File: src/rtl/tape_rec_pkg.sv
// Shared types and default timing for the cassette recorder.
// Ticks assume a 24 MHz clk_sys.
package tape_rec_pkg;

    typedef enum logic [1:0] {HUNT, DATA, PARITY, STOP} frame_state_t;
    typedef enum logic [1:0] {GLITCH, ONE, ZERO, TIMEOUT} bit_class_t;

    localparam int DEF_MIN_TICKS   = 2400;
    localparam int DEF_SPLIT_TICKS = 7488;
    localparam int DEF_MAX_TICKS   = 14400;

    function automatic bit_class_t classify(input int period, input int min_t,
                                            input int split_t, input int max_t);
        if (period >= max_t) return TIMEOUT;
        else if (period < min_t) return GLITCH;
        else if (period < split_t) return ONE;
        else return ZERO;
    endfunction

endpackage

File: src/rtl/tape_period_meter.sv
// Synchronises the cassette line, times rising-edge to rising-edge periods
// and turns each valid period into a decoded bit.
module tape_period_meter
    import tape_rec_pkg::*;
#(
    parameter int MIN_TICKS   = DEF_MIN_TICKS,
    parameter int SPLIT_TICKS = DEF_SPLIT_TICKS,
    parameter int MAX_TICKS   = DEF_MAX_TICKS
) (
    input  logic clk_sys,
    input  logic reset,
    input  logic enable,
    input  logic disarm,
    input  logic tape_out,
    output logic bit_valid,
    output logic bit_value,
    output logic timeout
);
    localparam int CW = $clog2(MAX_TICKS + 1);
    localparam logic [CW-1:0] MAX_C = CW'(MAX_TICKS);
    localparam logic [CW-1:0] ONE_C = CW'(1);

    logic          sync1, sync2, sync_prev, edge_q, armed;
    logic [CW-1:0] cnt;
    bit_class_t    cls;

    always_comb cls = classify(32'(cnt), MIN_TICKS, SPLIT_TICKS, MAX_TICKS);

    // bit_valid and timeout are single-cycle strobes with no backpressure:
    // the framer must consume them in the cycle they are high.
    always_ff @(posedge clk_sys or posedge reset) begin
        if (reset) begin
            sync1     <= 1'b0;
            sync2     <= 1'b0;
            sync_prev <= 1'b0;
            edge_q    <= 1'b0;
            armed     <= 1'b0;
            cnt       <= '0;
            bit_valid <= 1'b0;
            bit_value <= 1'b0;
            timeout   <= 1'b0;
        end else begin
            sync1     <= tape_out;
            sync2     <= sync1;
            sync_prev <= sync2;
            edge_q    <= sync2 & ~sync_prev;
            bit_valid <= 1'b0;
            timeout   <= 1'b0;
            if (!enable) begin
                cnt   <= '0;
                armed <= 1'b0;
            end else begin
                if (edge_q && !armed) begin
                    armed <= 1'b1;
                    cnt   <= '0;
                end else if (edge_q && (cls == ONE || cls == ZERO)) begin
                    bit_valid <= 1'b1;
                    bit_value <= (cls == ONE);
                    cnt       <= '0;
                end else if (cnt != MAX_C) begin
                    // Glitch edges fall through here so the period keeps growing.
                    cnt <= cnt + ONE_C;
                    if (cnt == MAX_C - ONE_C) begin
                        timeout <= 1'b1;
                        armed   <= 1'b0;
                    end
                end
                if (disarm) armed <= 1'b0;
            end
        end
    end

endmodule

File: src/rtl/tape_recorder.sv
// Oric cassette recorder: frames decoded bits into bytes (start, 8 data
// LSB first, odd parity, stop) and writes them into the TAP buffer.
module tape_recorder
    import tape_rec_pkg::*;
#(
    parameter int ADDR_W      = 16,
    parameter int MIN_TICKS   = DEF_MIN_TICKS,
    parameter int SPLIT_TICKS = DEF_SPLIT_TICKS,
    parameter int MAX_TICKS   = DEF_MAX_TICKS
) (
    input  logic              clk_sys,
    input  logic              reset,
    input  logic              enable,
    input  logic              clear,
    input  logic              tape_out,
    output logic              wr_en,
    output logic [ADDR_W-1:0] wr_addr,
    output logic [7:0]        wr_data,
    output logic [ADDR_W:0]   tape_len,
    output logic              busy,
    output logic              parity_err,
    output logic              frame_err,
    output logic              overflow
);
    localparam logic [ADDR_W:0] LEN_ONE = 1;

    logic         bit_valid, bit_value, timeout;
    logic         commit, abort_stop;
    frame_state_t state, state_nx;
    logic [2:0]   bitcnt, bitcnt_nx;
    logic [7:0]   shreg, shreg_nx;
    logic         par, par_nx;

    tape_period_meter #(
        .MIN_TICKS   (MIN_TICKS),
        .SPLIT_TICKS (SPLIT_TICKS),
        .MAX_TICKS   (MAX_TICKS)
    ) u_meter (
        .clk_sys   (clk_sys),
        .reset     (reset),
        .enable    (enable),
        .disarm    (abort_stop),
        .tape_out  (tape_out),
        .bit_valid (bit_valid),
        .bit_value (bit_value),
        .timeout   (timeout)
    );

    always_ff @(posedge clk_sys or posedge reset) begin
        if (reset) begin
            state  <= HUNT;
            bitcnt <= '0;
            shreg  <= '0;
            par    <= 1'b0;
        end else begin
            state  <= state_nx;
            bitcnt <= bitcnt_nx;
            shreg  <= shreg_nx;
            par    <= par_nx;
        end
    end

    always_comb begin
        state_nx   = state;
        bitcnt_nx  = bitcnt;
        shreg_nx   = shreg;
        par_nx     = par;
        commit     = 1'b0;
        abort_stop = 1'b0;
        if (!enable || clear || timeout) begin
            state_nx  = HUNT;
            bitcnt_nx = '0;
        end else if (bit_valid) begin
            case (state)
                HUNT: begin
                    // Leader and trailing stop bits are ones; only a zero starts a frame.
                    if (!bit_value) begin
                        state_nx  = DATA;
                        bitcnt_nx = '0;
                    end
                end
                DATA: begin
                    shreg_nx  = {bit_value, shreg[7:1]};
                    bitcnt_nx = bitcnt + 3'd1;
                    if (bitcnt == 3'd7) state_nx = PARITY;
                end
                PARITY: begin
                    par_nx   = bit_value;
                    state_nx = STOP;
                end
                STOP: begin
                    state_nx = HUNT;
                    if (bit_value) commit = 1'b1;
                    else abort_stop = 1'b1;
                end
                default: state_nx = HUNT;
            endcase
        end
    end

    assign busy = (state != HUNT);

    always_ff @(posedge clk_sys or posedge reset) begin
        if (reset) begin
            wr_en      <= 1'b0;
            wr_addr    <= '0;
            wr_data    <= '0;
            tape_len   <= '0;
            parity_err <= 1'b0;
            frame_err  <= 1'b0;
            overflow   <= 1'b0;
        end else begin
            wr_en <= 1'b0;
            if (clear) begin
                tape_len   <= '0;
                parity_err <= 1'b0;
                frame_err  <= 1'b0;
                overflow   <= 1'b0;
            end else begin
                if (commit) begin
                    if (!tape_len[ADDR_W]) begin
                        wr_en    <= 1'b1;
                        wr_addr  <= tape_len[ADDR_W-1:0];
                        wr_data  <= shreg;
                        tape_len <= tape_len + LEN_ONE;
                        if (par != ~^shreg) parity_err <= 1'b1;
                    end else begin
                        overflow <= 1'b1;
                    end
                end
                if (abort_stop || (timeout && state != HUNT)) frame_err <= 1'b1;
            end
        end
    end

endmodule

File: config.mk
export PLATFORM = sky130hd
export DESIGN_NAME = tape_recorder
export DESIGN_NICKNAME = d
export VERILOG_FILES = /design/src/rtl/tape_rec_pkg.sv /design/src/rtl/tape_period_meter.sv /design/src/rtl/tape_recorder.sv
export SDC_FILE = /design/constraint.sdc
export NUM_CORES = 1
export LEC_CHECK = 0
export ABC_AREA = 1
export BUFFER_PORTS_ARGS = -buffer_cell sky130_fd_sc_hd__buf_2
export CORE_ASPECT_RATIO = 0.6
export CORE_MARGIN = 8
export CORE_UTILIZATION = 46
export DETAILED_ROUTE_END_ITERATION = 12
export MAX_ROUTING_LAYER = met4
export PLACE_DENSITY = 0.67
export SYNTH_ARGS = -nofsm -noshare
export SYNTH_HDL_FRONTEND = slang
export SYNTH_HIERARCHICAL = 1
export SYNTH_SLANG_ARGS = --single-unit
File: constraint.sdc
create_clock -name clk_sys -period 5 [get_ports clk_sys]
set_input_delay 1 -clock clk_sys [delete_from_list [all_inputs] [get_ports clk_sys]]
set_output_delay 1 -clock clk_sys [all_outputs]
set_load 0.03 [all_outputs]
* Word level (Yosys, flattened, before mapping)
Index checks and enable logic that the tools add are counted.
Word-level totals: logic and storage cells 130, register bits after elaboration 81, input port bits 5, output and inout bits 46
Operators by class: reduce and logical (&&, ||, !) cells 28, add/sub/neg operators 3, bitwise operators 6, mux-type cells 53, $lt $le $gt $ge 3, equal/unequal tests 16
Operators with widths (number):
- $mux W14 | 4
- $mux W17 | 3
- $mux W1 | 34
- $reduce_and A3 Y1 | 8
- $add A17 B1 Y17 const B | 1
- $add A14 B1 Y14 const B | 1
- $eq A14 B14 Y1 const B | 1
- $ge A14 B14 Y1 const B | 1
- $lt A14 B12 Y1 const B | 1
- $lt A14 B13 Y1 const B | 1
- $mux W2 | 7
- $ne A14 B14 Y1 const B | 1
- $ne A4 B1 Y1 const B | 3
- $reduce_bool A2 Y1 | 6
- $mux W3 | 3
- $pmux W2 S4 | 1
- $reduce_xnor A8 Y1 | 1
- $eq A2 B2 Y1 const B | 3
- $ne A3 B3 Y1 const B | 2
- $pmux W3 S2 | 1
- $not A1 Y1 | 5
- $eq A2 B1 Y1 const B | 2
- $logic_or A1 B1 Y1 | 4
- $ne A4 B3 Y1 const B | 1
- other kinds (10) | 14

* Depth between registers and ports, before layout
word-level depth 11, mapped depth 13, gate-level depth less buffers 12

* By module
The synthesis kept the hierarchy.
Modules (own cells, without submodules):
- tape_recorder | area an instance 2771.4 um2, cells each 329, times used 1, seq. area each 1476.4 um2
- tape_period_meter | area an instance 1302.5 um2, cells each 177, times used 1, seq. area each 550.5 um2

* Least setup slack after synthesis
No wires, ideal clock.
kind in2reg, from input clear, to register tape_len[13], stages on the path 6, setup slack 3.003 ns, library setup time 0.120 ns, path buffers 0, arrival time 1.877 ns, required time 4.880 ns, path through nor3_4 nand3b_4 nor2_1 nand3_1 nand2_1 nor2_1
On the way: cells in the longest elaborated chain, start to end 5, elaborated cells between the ends (all ways) 7, those cells by class eq/ne: 1; mux: 2; reduce/logical: 4
RTL lines:
- start: declaration | RTL line tape_recorder.sv:14 | input logic clear,
- $logic_or A1 B1 Y1 (2 in a row) | RTL line tape_recorder.sv:70 | if (!enable || clear || timeout) begin
- $mux W1 | RTL line tape_recorder.sv:70
- $reduce_bool A2 Y1 (no line)
- $reduce_and A2 Y1 (no line)
- end signal: assignment | RTL line tape_recorder.sv:125 | tape_len <= tape_len + LEN_ONE;
- end: declaration | RTL line tape_recorder.sv:19 | output logic [ADDR_W:0] tape_len,
Several ways; a longest one is shown, not always the timed one. A chain may end at the register's enable or synchronous reset.

* Worst setup path in the final report
from register u_meter.cnt[9], to register u_meter.timeout
On the way: cells in the longest elaborated chain, start to end 10, elaborated cells between the ends (all ways) 17, those cells by class order compare: 3; eq/ne: 4; mux: 8; reduce/logical: 2
RTL lines:
- start: declaration | RTL line tape_period_meter.sv:24 | logic [CW-1:0] cnt;
- start signal: assignment | RTL line tape_period_meter.sv:62 | cnt <= cnt + ONE_C;
- $lt A14 B13 Y1 | RTL line tape_rec_pkg.sv:16 | else if (period < split_t) return ONE;
- $mux W2 | RTL line tape_rec_pkg.sv:16
- $mux W2 | RTL line tape_rec_pkg.sv:15 | else if (period < min_t) return GLITCH;
- $mux W2 | RTL line tape_rec_pkg.sv:14 | if (period >= max_t) return TIMEOUT;
- $eq A2 B1 Y1 or $eq A2 B2 Y1 (tied branches) | RTL line tape_period_meter.sv:56 | end else if (edge_q && (cls == ONE || cls == ZERO)) begin
- $logic_or A1 B1 Y1 | RTL line tape_period_meter.sv:56
- $logic_and A1 B1 Y1 | RTL line tape_period_meter.sv:56
- $mux W1 (*) | RTL line tape_period_meter.sv:56
- $mux W1 (*) | RTL line tape_period_meter.sv:53 | if (edge_q && !armed) begin
- $mux W1 (*) | RTL line tape_period_meter.sv:49 | if (!enable) begin
- end signal: assignment | RTL line tape_period_meter.sv:41 | timeout <= 1'b0;
- end signal: assignment | RTL line tape_period_meter.sv:48 | timeout <= 1'b0;
- end signal: assignment | RTL line tape_period_meter.sv:64 | timeout <= 1'b1;
- end: declaration | RTL line tape_period_meter.sv:17 | output logic timeout
Every way passes the cells marked *; elsewhere a longest branch is shown, timed or not.

==> results.md <==
- # hold bufs at CTS: 0
- Synth Register Bits: 81
- Crit path kind: flop to flop
- RSZ-0062 raised after global routing: false
- Vias in the first global route: between 3000 and 4000
- Grt ovf: 0
- Dominant synthesized flop cell: dfrtp_1
- Top cell type's share of synthesized area: 0.498
- Buffers on Ports: 50
- Num ports: a little over 50
- Core Box Area: approximately 8600 sq um
- Hold WS: around 0.35 ns
- Fin. Hold Viols: 0
- Chip width: 137 um
- CTS root buf: clkbuf_16
- Period utilization: 0.514
- DR pass1 iterations: 5
- First-pass GRT wire length: about 15000 um
- Fillers: roughly 790
- Total global-route track usage: 0.163
- Avg Inst Size Synth: 8.05 sq um
- Count of pins over their slew limit: 0
- Crit. End Element: flop
- Hold WC Path Type: flop to flop
- Post-Syn Nets: ~520
- DR WL/cell: 13.7 um
- Largest net degree at the start of global routing: 60
- Most frequent cell after synthesis: nand2_1
- Setup_tns: 0 ns
- Maximum clock path buffer count: 2
- Initial antenna violation count: 0
- Final antenna-violating net count: 0
- Min Tclk post-route: about 2.6 ns
- CTS tree: yes
- Clock Latency Late Sink: between 0.3 and 0.4 ns
- CP Data Arrival Time: around 2.8 ns
- Setup violators final: 0
- Post-Syn Instances: ~510
- Leakage: ~2.6 nW
- Power per standard cell area: 297 nW/um^2
- Post-layout nets: 574
- Synth top area cells: dfrtp_1 50%, nand2_1 15%, inv_1 5.7%, nor2_1 5.7%, nand3_1 3.7%
- H-tree Lvls: 3
- Die ar.: roughly 12000 sq um
- Via-per-instance ratio: 4.97
- Required @ worst endpoint: ~5.3 ns
- Fmax achieved: between 300 and 400 MHz
- Post-DP HPWL: 6770 um
- CP Launch Type: flop
- Drt drc: 0
- Status: finished, final reports clean
- Setup Buffers After CTS: 0
- Num CTS Buffers: 9
- CP Max Fanout: 12
- Least-Margin Pin Slew: around 0.88 ns
- Yosys cell types: 37
- Post-Syn Area: a little over 4000 sq um
- EDFF count, synth: 0
- Overall routed net length: 9250 um
- Clk pin slew, worst setup/hold paths: around 0.060 ns
- Synth cell count leaders: 159 x nand2_1, 81 x dfrtp_1, 62 x inv_1, 62 x nor2_1, 30 x nand3_1
- N_diodes: 0
- Peak VDD IR: between 0.15 and 0.2 mV
- Slew margin rel.: 0.416
- Synth area leader: dfrtp_1
- Drt first-iter violations: 253
- Max-cap violations: 0
- Initial core utilization: 0.476
- Routability cong.: 0.876
- Num rows: 26
- Sequential element share of the synthesized area: 0.498
- Ys async rst share: 1.00
- Die H: 88.9 um
- Via count: approximately 3400
- Skew final: between 0.007 and 0.008 ns
- Post-cts resize count: 0
- Yosys warning total: 6
- TritonCTS Sinks: 81
- Synth-to-Final Area Change: 15.7%
- Share of cells above drive strength 1: 0.151
[layout by cell type, fill, tap and decap left out, types with 3 or more instances in the layout]
cell type	n
nand2_1	159
xnor2_1	4
nand4_1	5
inv_1	61
a21oi_1	13
buf_2	50
o22ai_1	5
o21ai_0	25
clkbuf_16	9
ha_1	10
dfrtp_1	81
nand3_2	3
xor2_1	6
nand3_1	30
nor2_1	62
o21ai_1	6
clkinv_2	3
[worst max-delay path, cell delays in order (launching register included)]
cell and delay [ns]:
dfrtp_1 0.44, inv_1 0.17, nand2_1 0.16, nor2_1 0.19, nand2_1 0.07, nand2_1 0.06
nand2_1 0.06, ha_1 0.27, nor2_1 0.09, nor3_2 0.62, inv_1 0.22, nor2_1 0.15
[registers in the layout (all words and copies together) (netlist names)]
signal	cells
frame_err	1
bitcnt	3
u_meter/timeout	1
wr_data	8
u_meter/sync1	1
u_meter/sync2	1
shreg	8
u_meter/edge_q	1
wr_en	1
state	2
wr_addr	16
overflow	1
u_meter/cnt	14
par	1
u_meter/sync_prev	1
u_meter/bit_valid	1
u_meter/bit_value	1
tape_len	17
u_meter/armed	1
parity_err	1
[path summary, 6_finish.rpt]
kind / start / endpoint / slack [ns] / cells after the start
worst min register to register: u_meter/sync1$_DFF_PP0_ / u_meter/sync2$_DFF_PP0_ / 0.35 / 0
worst max-delay path: u_meter/cnt[9]$_DFFE_PP0P_ / u_meter/timeout$_DFF_PP0_ / 2.43 / 11
worst min-delay path: u_meter/sync1$_DFF_PP0_ / u_meter/sync2$_DFF_PP0_ / 0.35 / 0
max in group asynchronous: reset / u_meter/armed$_DFFE_PP0P_ / 3.59 / 2
min in group asynchronous: reset / u_meter/cnt[1]$_DFFE_PP0P_ / 0.86 / 2
worst max register to register: u_meter/cnt[9]$_DFFE_PP0P_ / u_meter/timeout$_DFF_PP0_ / 2.43 / 11
[power breakdown]
part           switching, mW  internal [mW]
logic                 0.0304        0.00970
registers            0.00349          0.660
clock network          0.261          0.435
[cell type report]
class                   instances  area (sq um)  share of cell area
clock buffers                  10           229              0.0486
clock inverters                 6          82.6              0.0175
inverters                      64           240              0.0510
multi-input cells             352          1740               0.369
flip-flops and latches         81          2030               0.430
well taps                     112           140              0.0297
repair buffers                 51           258              0.0547
[metal layers]
layer  track usage  up-vias  part of all wire
met5             -        -                 0
met4        0.0500        0             0.012
met3        0.0432       10             0.066
met2         0.215       91              0.40
met1         0.235     1566              0.52
li1              -     1694                 -
[stage by stage]
| stage | area (sq um) | worst slack (ns) | util | instances | power [mW] |
|---|---|---|---|---|---|
| floorplan | 4070 | 2.54 | - | 506 | 0.704 |
| global placement | 4400 | 2.20 | 0.515 | 660 | 0.715 |
| detailed placement | 4400 | 2.12 | 0.515 | 660 | 0.717 |
| CTS | 4710 | 2.43 | 0.551 | 676 | 1.41 |
| global route | 4710 | 2.17 | 0.551 | 676 | 1.45 |
| finish | 4710 | 2.43 | 0.551 | 676 | 1.40 |
[logic make-up (layout without fill, tap and decap cells)]
family                   count (synthesis)  count (layout)  synth area share
AND/OR/NAND/NOR                        277             277             0.301
flip-flops                              81              81             0.498
adder cells (fa/ha/maj)                 10              10            0.0307
XOR/XNOR                                10              10            0.0215
AO/OA/AOI/OAI                           55              55            0.0734
buffers and inverters                   73             131            0.0759
Power figures use the tool's default switching activity.
